[src/rtl/clock_step_controller_if.sv]
// Command channel into the clock step controller: valid/ready with an opcode and an argument.
interface clock_step_controller_if #(
    parameter int CNT_WIDTH = 16
);
    logic                 cmd_valid;
    logic                 cmd_ready;
    logic [1:0]           cmd_op;
    logic [CNT_WIDTH-1:0] cmd_arg;

    modport master (
        output cmd_valid,
        output cmd_op,
        output cmd_arg,
        input  cmd_ready
    );

    modport slave (
        input  cmd_valid,
        input  cmd_op,
        input  cmd_arg,
        output cmd_ready
    );
endinterface

[src/rtl/clock_step_controller.sv]
// Generates one-cycle clk_en pulses: free run, halt, or a counted step, with period div+1.
// clk_en is a function of registered state only; commands are refused while a step is in flight.
module clock_step_controller #(
    parameter int CNT_WIDTH = 16,
    parameter int DIV_WIDTH = 8
) (
    input  logic                  clk,
    input  logic                  rst,
    clock_step_controller_if.slave cmd,
    output logic                  clk_en,
    output logic                  busy,
    output logic                  done,
    output logic [CNT_WIDTH-1:0]  tick_count
);

    localparam logic [1:0] OP_HALT    = 2'b00;
    localparam logic [1:0] OP_RUN     = 2'b01;
    localparam logic [1:0] OP_STEP    = 2'b10;
    localparam logic [1:0] OP_SET_DIV = 2'b11;

    typedef enum logic [1:0] {
        S_IDLE,
        S_RUN,
        S_STEP
    } state_e;

    state_e               state, state_n;
    logic [DIV_WIDTH-1:0] div, div_n;
    logic [DIV_WIDTH-1:0] div_cnt, div_cnt_n;
    logic [DIV_WIDTH-1:0] arg_div;
    logic [CNT_WIDTH-1:0] remaining, remaining_n;
    logic                 done_n;
    logic                 ticking;
    logic                 accept;

    assign arg_div      = DIV_WIDTH'(cmd.cmd_arg);
    assign ticking      = (state == S_RUN) || (state == S_STEP);
    assign clk_en       = ticking && (div_cnt == div);
    assign busy         = (state != S_IDLE);
    assign cmd.cmd_ready = (state != S_STEP);
    assign accept       = cmd.cmd_valid && cmd.cmd_ready;

    always_comb begin
        state_n     = state;
        div_n       = div;
        div_cnt_n   = '0;
        remaining_n = remaining;
        done_n      = 1'b0;

        if (ticking && !clk_en) begin
            div_cnt_n = div_cnt + DIV_WIDTH'(1);
        end

        if ((state == S_STEP) && clk_en) begin
            remaining_n = remaining - CNT_WIDTH'(1);
            if (remaining == CNT_WIDTH'(1)) begin
                state_n = S_IDLE;
                done_n  = 1'b1;
            end
        end

        // Only IDLE and RUN reach here, since STEP holds cmd_ready low.
        if (accept) begin
            case (cmd.cmd_op)
                OP_HALT: begin
                    if (state == S_RUN) begin
                        state_n = S_IDLE;
                    end
                end
                OP_RUN: begin
                    // A repeated RUN must not disturb the running phase.
                    if (state == S_IDLE) begin
                        state_n   = S_RUN;
                        div_cnt_n = '0;
                    end
                end
                OP_STEP: begin
                    if (cmd.cmd_arg != '0) begin
                        state_n     = S_STEP;
                        remaining_n = cmd.cmd_arg;
                        div_cnt_n   = '0;
                    end else begin
                        state_n = S_IDLE;
                        done_n  = 1'b1;
                    end
                end
                OP_SET_DIV: begin
                    div_n     = arg_div;
                    div_cnt_n = '0;
                end
                default: begin
                end
            endcase
        end
    end

    always_ff @(posedge clk) begin
        if (rst) begin
            state      <= S_IDLE;
            div        <= '0;
            div_cnt    <= '0;
            remaining  <= '0;
            done       <= 1'b0;
            tick_count <= '0;
        end else begin
            state     <= state_n;
            div       <= div_n;
            div_cnt   <= div_cnt_n;
            remaining <= remaining_n;
            done      <= done_n;
            if (clk_en) begin
                tick_count <= tick_count + CNT_WIDTH'(1);
            end
        end
    end

endmodule
[src/flat_wrapper.sv]
// flat-port wrapper written by rule: the top's interface ports become plain ports
module clock_step_controller_flat 
#(
    parameter int CNT_WIDTH = 16,
    parameter int DIV_WIDTH = 8
)
  (clk, rst, clk_en, busy, done, tick_count, cmd_cmd_valid, cmd_cmd_op, cmd_cmd_arg, cmd_cmd_ready);
  clock_step_controller_if #(.CNT_WIDTH(CNT_WIDTH)) cmd_i ();
  input  logic clk;
  input  logic rst;
  output logic clk_en;
  output logic busy;
  output logic done;
  output logic [CNT_WIDTH-1:0] tick_count;
  input wire logic [$bits(cmd_i.cmd_valid)-1:0] cmd_cmd_valid;
  input wire logic [$bits(cmd_i.cmd_op)-1:0] cmd_cmd_op;
  input wire logic [$bits(cmd_i.cmd_arg)-1:0] cmd_cmd_arg;
  output wire logic [$bits(cmd_i.cmd_ready)-1:0] cmd_cmd_ready;
  assign cmd_i.cmd_valid = cmd_cmd_valid;
  assign cmd_i.cmd_op = cmd_cmd_op;
  assign cmd_i.cmd_arg = cmd_cmd_arg;
  assign cmd_cmd_ready = cmd_i.cmd_ready;
  clock_step_controller #(.CNT_WIDTH(CNT_WIDTH), .DIV_WIDTH(DIV_WIDTH)) u_core (.clk(clk), .rst(rst), .cmd(cmd_i), .clk_en(clk_en), .busy(busy), .done(done), .tick_count(tick_count));
endmodule
[config.mk]
export PLATFORM = sky130hd
export DESIGN_NAME = clock_step_controller_flat
export DESIGN_NICKNAME = d
export VERILOG_FILES = /design/src/rtl/clock_step_controller_if.sv /design/src/rtl/clock_step_controller.sv /design/src/flat_wrapper.sv
export SDC_FILE = /design/constraint.sdc
export NUM_CORES = 1
export LEC_CHECK = 0
export ABC_AREA = 1
export CAP_MARGIN = 5
export CORE_MARGIN = 3
export CORE_UTILIZATION = 40
export CTS_CLUSTER_SIZE = 28
export DETAILED_ROUTE_END_ITERATION = 8
export PLACE_DENSITY = 0.74
export SYNTH_ARGS = -nofsm -noshare
export SYNTH_HDL_FRONTEND = slang
export SYNTH_SLANG_ARGS = --single-unit
[constraint.sdc]
create_clock -name clk -period 1.6 [get_ports clk]
set_input_delay 0.32 -clock clk [delete_from_list [all_inputs] [get_ports clk]]
set_output_delay 0.32 -clock clk [all_outputs]
set_load 0.005 [all_outputs]
# Word level (Yosys, flattened, before mapping)
# Cells that the tools add are included.
# totals
output_inout_bits	20
regBits	51
word_cells	49
# op_classes
add_sub_neg	3
mux	21
n_reduce_logical	11
eq_ne	8
# ops
operator	n
$mux 16	4
$mux 8	4
$pmux 8 s3	1
$add 16x1->16 const B	1
$eq 16x1->1 const B	1
$reduce_bool 16->1	1
$sub 16x1->16 const B	1
$mux 2	6
$add 8x1->8 const B	1
$eq 8x8->1	1
$eq 2x2->1 const B	3
$pmux 2 s3	1
$mux 1	5
$eq 2x1->1 const B	2
$logic_and 1x1->1	4
$logic_not 2->1	2
$ne 2x2->1 const B	1
$reduce_and 2->1	1
$reduce_bool 2->1	1
$logic_not 1->1	1
$logic_or 1x1->1	1

# Longest topological paths before layout
# Gate-level depths: netlist of the first run.
# logic_depth
ltp_word	9
mapped_depth	14
mapped_depth_nobuf	13

# Worst setup path before layout of the first run
# OpenSTA, ideal clock, no wires.
# synth_timing
path_kind	register to register
start	register u_core.state[0]
end	register u_core.remaining[12]
synth_period_minus_slack_ps	1670
path_stages_with_launch	11
t_required_ps	1490
setup_slack_ps	-70
t_arrival_ps	1559
setup_time_ps	110
path_cell_list	dfxtp_1 > inv_1 > ha_1 > inv_2 > nand2_1 > inv_2 > nand3_1 > clkbuf_1 > or2_2 > nand3_1 > inv_1
# synth_between
word_cells_on_any_way	11
# synth_rtl
item	line	source
start: declaration	clock_step_controller.sv:27	state_e state, state_n;
start signal: assignment	clock_step_controller.sv:106	state <= state_n;
$ne 2x2->1	clock_step_controller.sv:40	assign cmd.cmd_ready = (state != S_STEP);
named net cmd_cmd_ready	flat_wrapper.sv:18	output wire logic [$bits(cmd_i.cmd_ready)-1:0] cmd_cmd_ready;
$logic_and 1x1->1	clock_step_controller.sv:41	assign accept = cmd.cmd_valid && cmd.cmd_ready;
$mux 16	clock_step_controller.sv:63	if (accept) begin
end signal: assignment	clock_step_controller.sv:109	remaining <= remaining_n;
end: declaration	clock_step_controller.sv:31	logic [CNT_WIDTH-1:0] remaining, remaining_n;
# The timed path passes the listed nets, and every way through them passes these cells.
# A chain may end at the register's enable or synchronous reset.

# Final worst setup path of the first run
# layout_timing
start	register u_core.div_cnt[6]
end	register u_core.remaining[3]
# layout_between
elab_chain_len	7
# layout_lines
item	line	source
start: declaration	clock_step_controller.sv:29	logic [DIV_WIDTH-1:0] div_cnt, div_cnt_n;
start signal: assignment	clock_step_controller.sv:108	div_cnt <= div_cnt_n;
$eq 8x8->1 (*)	clock_step_controller.sv:38	assign clk_en = ticking && (div_cnt == div);
$logic_and 1x1->1 (*)	clock_step_controller.sv:38	
$logic_and 1x1->1 (*)	clock_step_controller.sv:54	if ((state == S_STEP) && clk_en) begin
$mux 16 (*)	clock_step_controller.sv:54	
$mux 16	clock_step_controller.sv:78	if (cmd.cmd_arg != '0) begin
$mux 16	clock_step_controller.sv:64	case (cmd.cmd_op)
$mux 16 (*)	clock_step_controller.sv:63	
# Every way passes the cells marked *; elsewhere a longest branch is shown, timed or not.

==> results of run 1 <==
power by group through the flow:
stage | registers, µW | clock network [µW] | logic, µW
6_report | 1350 | 956 | 792
5_1_grt | 1360 | 1030 | 860
4_1_cts | 1350 | 957 | 702
3_5_place_dp | 1370 | 0 | 633
3_3_place_gp | 1370 | 0 | 623
2_1_floorplan | 1370 | 0 | 363
final cells by class:
cell class | instances | area [µm²]
tap | 99 | 124
sequential | 51 | 1060
clock buffer | 5 | 68.8
inverter | 82 | 308
multi-input combinational | 348 | 2070
timing repair buffer | 118 | 1060
clock inverter | 3 | 43.8
fill | 601 | 2670
Yosys cell counts, types with 7 or more instances:
| cell | instances | area (µm²) |
|---|---|---|
| a21oi_1 | 25 | 125 |
| dfxtp_1 | 51 | 1020 |
| ha_1 | 8 | 100 |
| inv_1 | 73 | 274 |
| inv_2 | 9 | 33.8 |
| nand2_1 | 134 | 503 |
| nand3_1 | 43 | 215 |
| nor2_1 | 50 | 188 |
| nor3_1 | 11 | 55.1 |
| o21ai_0 | 20 | 100 |
| xnor2_1 | 7 | 61.3 |
| xor2_1 | 11 | 96.3 |
critical path, delay by kind of cell (launching register included):
family	cells	cell delay, ns
flip-flops	1	0.37
AND/OR/NAND/NOR	8	0.70
AO/OA/AOI/OAI	1	0.16
buffers and inverters	4	0.41
per-layer routing:
layer,track usage,share of wire,up-vias
li1,-,-,1765
met1,0.275,0.44,1662
met2,0.370,0.49,113
met3,0.0311,0.044,31
met4,0.0661,0.026,0
met5,0,0,-
worst max path at each step:
stage | cells past startpoint | to | slack [ns]
CTS | 13 | u_core.remaining[7] | -0.15
detailed placement | 10 | u_core.div_cnt[3] | -0.35
global placement | 11 | u_core.remaining[9] | -0.31
finish | 13 | u_core.remaining[3] | -0.14
floorplan | 10 | u_core.remaining[12] | 0.01
global route | 13 | u_core.remaining[3] | -0.26
kinds of logic after synthesis:
kind of cell | count (synthesis)
simple gates | 269
buf+inv | 94
compound gates | 53
flops | 51
xor+xnor | 18
fa+ha+maj | 8
flip-flops by register name, summed over array words and instances (netlist names):
register and cells:
u_core.div 8, u_core.div_cnt 8, u_core.done 1, u_core.tick_count 16, u_core.state 2, u_core.remaining 16
metrics by stage:
step | total power (µW) | std cells | hold WS, ns | setup TNS (ns) | cell area [µm²]
global route | 3240 | 706 | 0.503 | -4.54 | 4740
floorplan | 1730 | 493 | 0.393 | 0 | 3140
finish | 3100 | 706 | 0.483 | -1.84 | 4740
CTS | 3010 | 705 | 0.461 | -1.96 | 4560
detailed placement | 2010 | 688 | 0.457 | -8.01 | 4110
global placement | 1990 | 688 | 0.457 | -6.53 | 4110
what timing repair did:
action / 4_1_cts / 5_1_grt
pin swaps: 11 / 24
gates cloned: 3 / 0
gates resized for setup: 71 / 67
endpoints found under the setup margin: 28 / 54
setup buffers: 6 / 4
hold endpoints to repair: 0 / 0
cell usage in the layout (no fill, tap or decap), types with 6 or more instances in the layout:
| cell type | n |
|---|---|
| inv_2 | 18 |
| inv_1 | 64 |
| nand2_4 | 12 |
| o21ai_1 | 8 |
| nand3_1 | 19 |
| ha_1 | 6 |
| clkdlybuf4s50_1 | 37 |
| nor3_1 | 7 |
| a21oi_1 | 22 |
| xor2_1 | 11 |
| dfxtp_1 | 25 |
| nand2_1 | 114 |
| nand3_2 | 24 |
| dfxtp_2 | 25 |
| nand2_2 | 11 |
| nor2_2 | 6 |
| nor2_1 | 45 |
| buf_4 | 68 |
| o21ai_0 | 15 |
| xnor2_1 | 6 |
==> impl_metrics.env, run 1 <==
export IMPL_grt_setup_unrepaired="yes"
export IMPL_fp_coreArea_um2=7410
export IMPL_cts_tree="done"
export IMPL_min_period_over_period=1.09
export IMPL_max_vdd_ir_drop_mv=0.467
export IMPL_ant_nets=0
export IMPL_startpoint_type="flip-flop"
export IMPL_clock_sinks=51
export IMPL_root_buffer="clkbuf_8"
export IMPL_synth_top_family_by_area="simple AND/OR/NAND/NOR gates"
export IMPL_finalMaxSlewViolations=0
export IMPL_seq_area_frac_synth=0.326
export IMPL_yosysWarnings=0
export IMPL_switchingPower_uw=973
export IMPL_wl_per_cell_um=13.5
export IMPL_yosys_cell_types_count=31
export IMPL_worst_setup_path_type="reg2reg"
export IMPL_async_flop_share=0
export IMPL_gp_congestion=0.884
export IMPL_relSlewSlack=0.735
export IMPL_r2r_setup_slack_ns=-0.14
export IMPL_synth_compound_area_frac=0.0902
export IMPL_synth_edff_count=0
export IMPL_arrival_ns=1.95
export IMPL_status="complete, but fails checks"
export IMPL_min_delay_start="u_core.div[6]"
export IMPL_slowest_delay_ns=0.37
export IMPL_ctsHtreeMaxLevel=2
export IMPL_num_antenna_cells=0
export IMPL_hpwl_um=6150
export IMPL_end_kind="flip-flop"
export IMPL_grt_overflow=0
export IMPL_drive_gt1_frac=0.353
export IMPL_synthMuxAreaShare=0
export IMPL_ys_ff_latch=51
export IMPL_via_count=3571
export IMPL_die_x_um=94.5
export IMPL_p_sw_frac=0.314
export IMPL_synth_xor_area_frac=0.0503
export IMPL_io_buffers=40
export IMPL_ys_flop_type="dfxtp_1"
export IMPL_clk_latency_ns=0.31
export IMPL_io_pins=41
export IMPL_syn_area_per_cell_um2=6.36
export IMPL_clkSlewWorstSetupHoldPaths_ns=0.10
export IMPL_synth_cells=493
export IMPL_violations="setup timing"
export IMPL_synth_cell_area_um2=3140
export IMPL_reg2reg_depth=13
export IMPL_initial_utilization=0.423
export IMPL_antenna_found_initial=0
export IMPL_yosys_area_share_adder=0.0319
export IMPL_track_usage=0.214
export IMPL_first_pass_iters=5
export IMPL_pwr_density_cell_nw_per_um2=654
export IMPL_pwr_share_comb=0.256
export IMPL_clock_path_buffers=2
export IMPL_period_needed_ns=1.74
export IMPL_dieArea_um2=8940
export IMPL_setup_viol=20
export IMPL_drv_cap=0
export IMPL_finalWorstSetupSlack_ns=-0.142
export IMPL_die_h_um=94.5
export IMPL_drt_total_wl_um=9550
export IMPL_crit_start="u_core.div_cnt[6]"
export IMPL_dp_slack_ns=-0.348
export IMPL_synthSimpleGateAreaFrac=0.379
export IMPL_min_to="u_core.div[6]"
export IMPL_syn_to_final_growth_pct=51.1
export IMPL_worst_slew_pin_slew_ns=0.394
export IMPL_nets=635
export IMPL_worstPathMaxFanout=6
export IMPL_r2r_end="u_core.remaining[3]"
export IMPL_syn_num_nets=522
export IMPL_power_frac_seq=0.436
export IMPL_cts_buffers=5
export IMPL_total_leakage_power_uw=0.00222
export IMPL_worst_path_max_delay_cell="dfxtp_2"
export IMPL_report_final_hold_viol_count=0
export IMPL_grt_max_degree=18
export IMPL_path_cells="inv_2 -> nand2_2 -> nand2_2 -> inv_2 -> nand2_4 -> nor2_4 -> nand3_4 -> buf_8 -> nor2_4 -> buf_6 -> nand3_2 -> a21oi_2 -> nor2_1"
export IMPL_required_ns=1.81
export IMPL_hold_path_class="reg2reg"
export IMPL_p_clk_frac=0.308
export IMPL_ctsHoldBuffers=0
export IMPL_finClkSkew_ns=0.00724
export IMPL_max_clock_freq_mhz=574
export IMPL_drt_initial_drc_count=228
export IMPL_grt_pass1_wl_um=15400
export IMPL_row_count=31
export IMPL_min_path_cells=2
export IMPL_utilization=0.639
export IMPL_reg2reg_from="u_core.div_cnt[6]"
export IMPL_drc_errors=0
export IMPL_viasPerCell=5.06
export IMPL_first_global_vias=3485
export IMPL_p_int_uw=2130
No activity file was read; power rests on OpenSTA's default activity.
==> inputs of run 2 (changes only) <==
Settings changed: SKIP_LAST_GASP set to 1.
==> run 2 against run 1 <==
Against the previous run: the run still ends with setup timing left; final cell count down 0.14%; sequential power about the same; hold slack about the same; via count down 0.48%; non-clock buffer count down 1; clock-buffer cell count unchanged; clock skew down 0.0011 ns; first-iteration DRC count down 4.4%; critical path type unchanged; critical path depth down 3; register-to-register slack about the same; global-route usage up 0.25 points.
==> impl_metrics.env, run 2 (synthesized netlist as in run 1, its figures left out) <==
export IMPL_worst_slew_pin_slew_ns=0.419
export IMPL_path_cells="xnor2_2 -> nand2_4 -> nor2_4 -> nand3_4 -> buf_8 -> nor2_4 -> buf_6 -> nand3_1 -> a21oi_2 -> nor2_1"
export IMPL_io_pins=41
export IMPL_via_count=3554
export IMPL_hpwl_um=6150
export IMPL_whs_ns=0.483
export IMPL_max_clock_freq_mhz=573
export IMPL_grt_max_degree=18
export IMPL_worst_setup_path_type="reg2reg"
export IMPL_first_pass_iters=5
export IMPL_track_usage=0.216
export IMPL_ctsHoldBuffers=0
export IMPL_gp_congestion=0.884
export IMPL_syn_to_final_growth_pct=50.3
export IMPL_p_sw_frac=0.314
export IMPL_clk_latency_ns=0.31
export IMPL_clock_path_buffers=2
export IMPL_multi_input_area_um2=2060
export IMPL_max_vdd_ir_drop_mv=0.435
export IMPL_finClkSkew_ns=0.00609
export IMPL_nFillCells=612
export IMPL_ant_nets=0
export IMPL_drv_cap=0
export IMPL_setup_viol=21
export IMPL_crit_family="simple AND/OR/NAND/NOR gates"
export IMPL_nets=634
export IMPL_p_int_uw=2130
export IMPL_violations="setup timing"
export IMPL_hold_path_class="reg2reg"
export IMPL_fp_coreArea_um2=7410
export IMPL_seqCellArea_um2=1060
export IMPL_ctsHtreeMaxLevel=2
export IMPL_cts_tree="done"
export IMPL_largest_registers="u_core.remaining: 16 flops, u_core.tick_count: 16 flops"
export IMPL_die_x_um=94.5
export IMPL_period_needed_ns=1.74
export IMPL_drt_initial_drc_count=218
export IMPL_root_buffer="clkbuf_8"
export IMPL_relSlewSlack=0.718
export IMPL_finalNonFillerCells=705
export IMPL_grt_setup_unrepaired="yes"
export IMPL_clock_sinks=51
export IMPL_cts_buffers=5
export IMPL_die_h_um=94.5
export IMPL_power_frac_seq=0.436
export IMPL_grt_pass1_wl_um=15500
export IMPL_drive_gt1_frac=0.351
export IMPL_worst_path_max_delay_cell="dfxtp_1"
export IMPL_dp_cells=688
export IMPL_most_common_layout_cells="111 x nand2_1, 68 x buf_4, 64 x inv_1, 45 x nor2_1, 37 x clkdlybuf4s50_1"
export IMPL_viasPerCell=5.04
export IMPL_pwr_share_comb=0.255
export IMPL_setup_tns_ns=-2.12
export IMPL_startpoint_type="flip-flop"
export IMPL_drc_errors=0
export IMPL_dp_slack_ns=-0.348
export IMPL_finalMaxSlewViolations=0
export IMPL_clkSlewWorstSetupHoldPaths_ns=0.11
export IMPL_power_uw=3100
export IMPL_grt_overflow=0
export IMPL_pwr_density_cell_nw_per_um2=658
export IMPL_finalWorstSetupSlack_ns=-0.145
export IMPL_end_kind="flip-flop"
export IMPL_arrival_ns=1.96
export IMPL_dieArea_um2=8940
export IMPL_final_common_cell="nand2_1"
export IMPL_antenna_found_initial=0
export IMPL_slowest_delay_ns=0.35
export IMPL_min_period_over_period=1.09
export IMPL_report_final_hold_viol_count=0
export IMPL_io_buffers=40
export IMPL_worstPathMaxFanout=6
export IMPL_status="complete, but fails checks"
export IMPL_p_clk_frac=0.309
export IMPL_num_antenna_cells=0
export IMPL_first_global_vias=3541
export IMPL_row_count=31
export IMPL_drt_total_wl_um=9700
export IMPL_required_ns=1.81
export IMPL_switchingPower_uw=975
export IMPL_total_leakage_power_uw=0.00221
export IMPL_crit_buf_inv=2
export IMPL_initial_utilization=0.423
export IMPL_wl_per_cell_um=13.8
export IMPL_crit_top_cell="nor2_4"
-- run 2: cell types whose count changed in the layout (fill, tap and decap cells not counted), sizes merged --
cell	before	now
buf	79	78
-- run 2: metrics by stage --
stage | instance area (µm²) | utilization
final | 4710 | 0.636
after CTS | 4560 | 0.615
after detailed placement | 4110 | 0.555
after global routing | 4710 | 0.636
after global placement | 4110 | 0.555
after floorplan | 3140 | -
-- run 2: path summary, 6_finish.rpt --
kind,from,end,slack [ns],cells after the start
max,u_core.div[7],u_core.remaining[3],-0.14,10
min,u_core.remaining[11],u_core.remaining[11],0.48,2
max reg2reg,u_core.div[7],u_core.remaining[3],-0.14,10
min reg2reg,u_core.remaining[11],u_core.remaining[11],0.48,2
-- run 2: repair_timing --
item	CTS	global route
gates cloned	3	0
pin swaps	11	23
endpoints found under the setup margin	28	54
gates resized for setup	65	73
buffers inserted	6	3
-- run 2: routing by layer --
metal / global-route usage / wire length [µm]
met5: 0 / 0
met4: 0.0925 / 325
met3: 0.0303 / 485
met2: 0.368 / 4750
met1: 0.274 / 4140
-- run 2: power groups by stage --
stage          combinational (µW)  clock, µW  sequential, µW
3_3_place_gp                  623          0            1370
3_5_place_dp                  633          0            1370
6_report                      792        958            1350
5_1_grt                       861       1020            1360
2_1_floorplan                 363          0            1370
4_1_cts                       701        957            1350
-- run 2: area by class of cell --
| cell class | instances | share of cell area |
|---|---|---|
| multi-input cells | 348 | 0.438 |
| flip-flops and latches | 51 | 0.224 |
| repair buffers | 117 | 0.222 |
| inverters | 82 | 0.0653 |
| well taps | 99 | 0.0263 |
| clock buffers | 5 | 0.0146 |
| clock inverters | 3 | 0.00929 |
-- run 2: worst register-to-register path: stages (launching register included) --
cell	delay (ns)
dfxtp_1	0.35
xnor2_2	0.22
nand2_4	0.08
nor2_4	0.13
nand3_4	0.10
buf_8	0.13
nor2_4	0.18
buf_6	0.17
nand3_1	0.10
a21oi_2	0.13
nor2_1	0.06
==> inputs of run 3 (changes only) <==
Settings changed: CORE_UTILIZATION 40 to 45, PLACE_DENSITY 0.74 to 0.81.
==> run 3 against run 2 <==
Against the previous run: the flow still finishes with violations (setup timing); register-to-register slack worse by 0.16 ns; design area rose by 0.42%; die area decreased by 10%; first-iteration DRC count grew 14%; critical path depth is 1 higher; global-route usage is 2.7 points higher; critical endpoint is now u_core.remaining[11]; largest cell class unchanged.
==> impl_metrics.env, run 3 (synthesized netlist as in run 1, its figures left out) <==
export IMPL_status="complete, but fails checks"
export IMPL_violations="setup timing"
export IMPL_hpwl_um=6410
export IMPL_track_usage=0.244
export IMPL_startpoint_type="flip-flop"
export IMPL_drt_total_wl_um=10700
export IMPL_die_h_um=89.5
export IMPL_fp_coreArea_um2=6530
export IMPL_cts_tree="done"
export IMPL_grt_overflow=0
export IMPL_clk_latency_ns=0.32
export IMPL_finClkSkew_ns=0.0165
export IMPL_total_leakage_power_uw=0.00225
export IMPL_dpl_instance_area_um2=4060
export IMPL_relSlewSlack=0.649
export IMPL_multi_input_area_um2=2110
export IMPL_num_antenna_cells=0
export IMPL_clock_path_buffers=2
export IMPL_ctsHtreeMaxLevel=2
export IMPL_first_pass_iters=5
export IMPL_ant_nets=0
export IMPL_nFillCells=463
export IMPL_finalWorstSetupSlack_ns=-0.306
export IMPL_finalNonFillerCells=687
export IMPL_period_needed_ns=1.91
export IMPL_worst_setup_path_type="reg2reg"
export IMPL_seqCellArea_um2=1050
export IMPL_drt_initial_drc_count=249
export IMPL_required_ns=1.80
export IMPL_dieArea_um2=8010
export IMPL_io_pins=41
export IMPL_clkSlewWorstSetupHoldPaths_ns=0.10
export IMPL_grt_pass1_wl_um=15600
export IMPL_die_x_um=89.5
export IMPL_grt_setup_unrepaired="yes"
export IMPL_ctsHoldBuffers=0
export IMPL_io_buffers=40
export IMPL_largest_registers="u_core.remaining: 16 flops, u_core.tick_count: 16 flops"
export IMPL_max_clock_freq_mhz=525
export IMPL_min_period_over_period=1.19
export IMPL_initial_utilization=0.480
export IMPL_final_area_um2=4730
export IMPL_final_common_cell="nand2_1"
export IMPL_wl_per_cell_um=15.5
export IMPL_hold_path_class="reg2reg"
export IMPL_worstPathMaxFanout=5
export IMPL_report_final_hold_viol_count=0
export IMPL_worst_slew_pin_slew_ns=0.522
export IMPL_arrival_ns=2.11
export IMPL_root_buffer="clkbuf_8"
export IMPL_dp_cells=663
export IMPL_via_count=3753
export IMPL_end_kind="flip-flop"
export IMPL_drv_cap=0
export IMPL_pwr_density_cell_nw_per_um2=625
export IMPL_gp_congestion=0.862
export IMPL_clock_sinks=51
export IMPL_viasPerCell=5.46
export IMPL_finalMaxSlewViolations=0
export IMPL_drive_gt1_frac=0.349
export IMPL_drc_errors=0
export IMPL_max_vdd_ir_drop_mv=0.547
export IMPL_row_count=29
export IMPL_most_common_layout_cells="108 x nand2_1, 73 x buf_4, 63 x inv_1, 47 x nor2_1, 37 x clkdlybuf4s50_1"
export IMPL_grt_max_degree=18
export IMPL_syn_to_final_growth_pct=51.0
export IMPL_antenna_found_initial=0
export IMPL_setup_viol=35
export IMPL_cts_buffers=5
export IMPL_first_global_vias=3514
export IMPL_nets=639
-- run 3: cell types whose count changed in the layout (fill, tap and decap cells not counted), moves of 2 or more --
cell / delta
dfxtp_2: -7
dfxtp_1: +6
buf_4: +5
nand2_4: +4
nor2_2: -4
nand2_1: -3
o21ai_0: +3
o21ai_1: -3
inv_4: +2
nand3_1: -2
nand3_4: +2
nor2_1: +2
nor2_4: +2
-- run 3: report_power, final --
| part | leakage [µW] | switching [µW] | total (µW) | internal [µW] |
|---|---|---|---|---|
| Sequential | 0.000424 | 44.9 | 1350 | 1310 |
| Combinational | 0.00178 | 465 | 819 | 354 |
| Clock | 0.0000470 | 445 | 785 | 341 |
-- run 3: final timing paths --
path / endpoint / startpoint / cells after the start / slack (ns)
worst max register to register: u_core.remaining[11] / u_core.div[0] / 11 / -0.31
worst min register to register: u_core.tick_count[1] / u_core.tick_count[1] / 2 / 0.50
worst max-delay path: u_core.remaining[11] / u_core.div[0] / 11 / -0.31
worst min-delay path: u_core.tick_count[1] / u_core.tick_count[1] / 2 / 0.50
-- run 3: cell type report --
type | instances | share of cell area
clock buffer | 6 | 0.0174
inverter | 82 | 0.0661
timing repair buffer | 122 | 0.227
tap | 77 | 0.0204
multi-input combinational | 348 | 0.446
clock inverter | 1 | 0.00106
sequential | 51 | 0.222
-- run 3: critical path: stages (launching register included) --
cell     delay [ns]
dfxtp_1        0.35
xnor2_1        0.20
nand2_1        0.10
nor2_2         0.19
nand3_4        0.12
buf_8          0.14
nor2_4         0.20
buf_6          0.16
buf_12         0.12
nand3_1        0.07
nand2_1        0.09
a21oi_2        0.05
-- run 3: metrics by stage --
| stage | setup WS [ns] | setup TNS, ns | hold WS (ns) | power, µW | utilization |
|---|---|---|---|---|---|
| 4_1_cts | -0.187 | -2.20 | 0.488 | 2810 | 0.695 |
| 5_1_grt | -0.361 | -9.21 | 0.521 | 3080 | 0.725 |
| 3_3_place_gp | -0.376 | -9.23 | 0.450 | 1980 | 0.622 |
| 6_report | -0.306 | -6.17 | 0.500 | 2960 | 0.725 |
| 2_1_floorplan | 0.0131 | 0 | 0.393 | 1730 | - |
| 3_5_place_dp | -0.419 | -10.09 | 0.475 | 2000 | 0.622 |
-- run 3: layer usage --
| layer | vias up | GRT usage | part of all wire | routed length, µm |
|---|---|---|---|---|
| li1 | 1773 | - | - | - |
| met1 | 1744 | 0.296 | 0.38 | 4080 |
| met3 | 46 | 0.0378 | 0.065 | 696 |
| met5 | - | 0 | 0 | 0 |
| met2 | 190 | 0.442 | 0.52 | 5510 |
| met4 | 0 | 0.0704 | 0.036 | 384 |
-- run 3: repair_timing --
item	CTS	global route
setup endpoints to repair	31	51
pin swaps	16	27
setup buffers	10	10
cloned	3	0
resized for setup	74	74
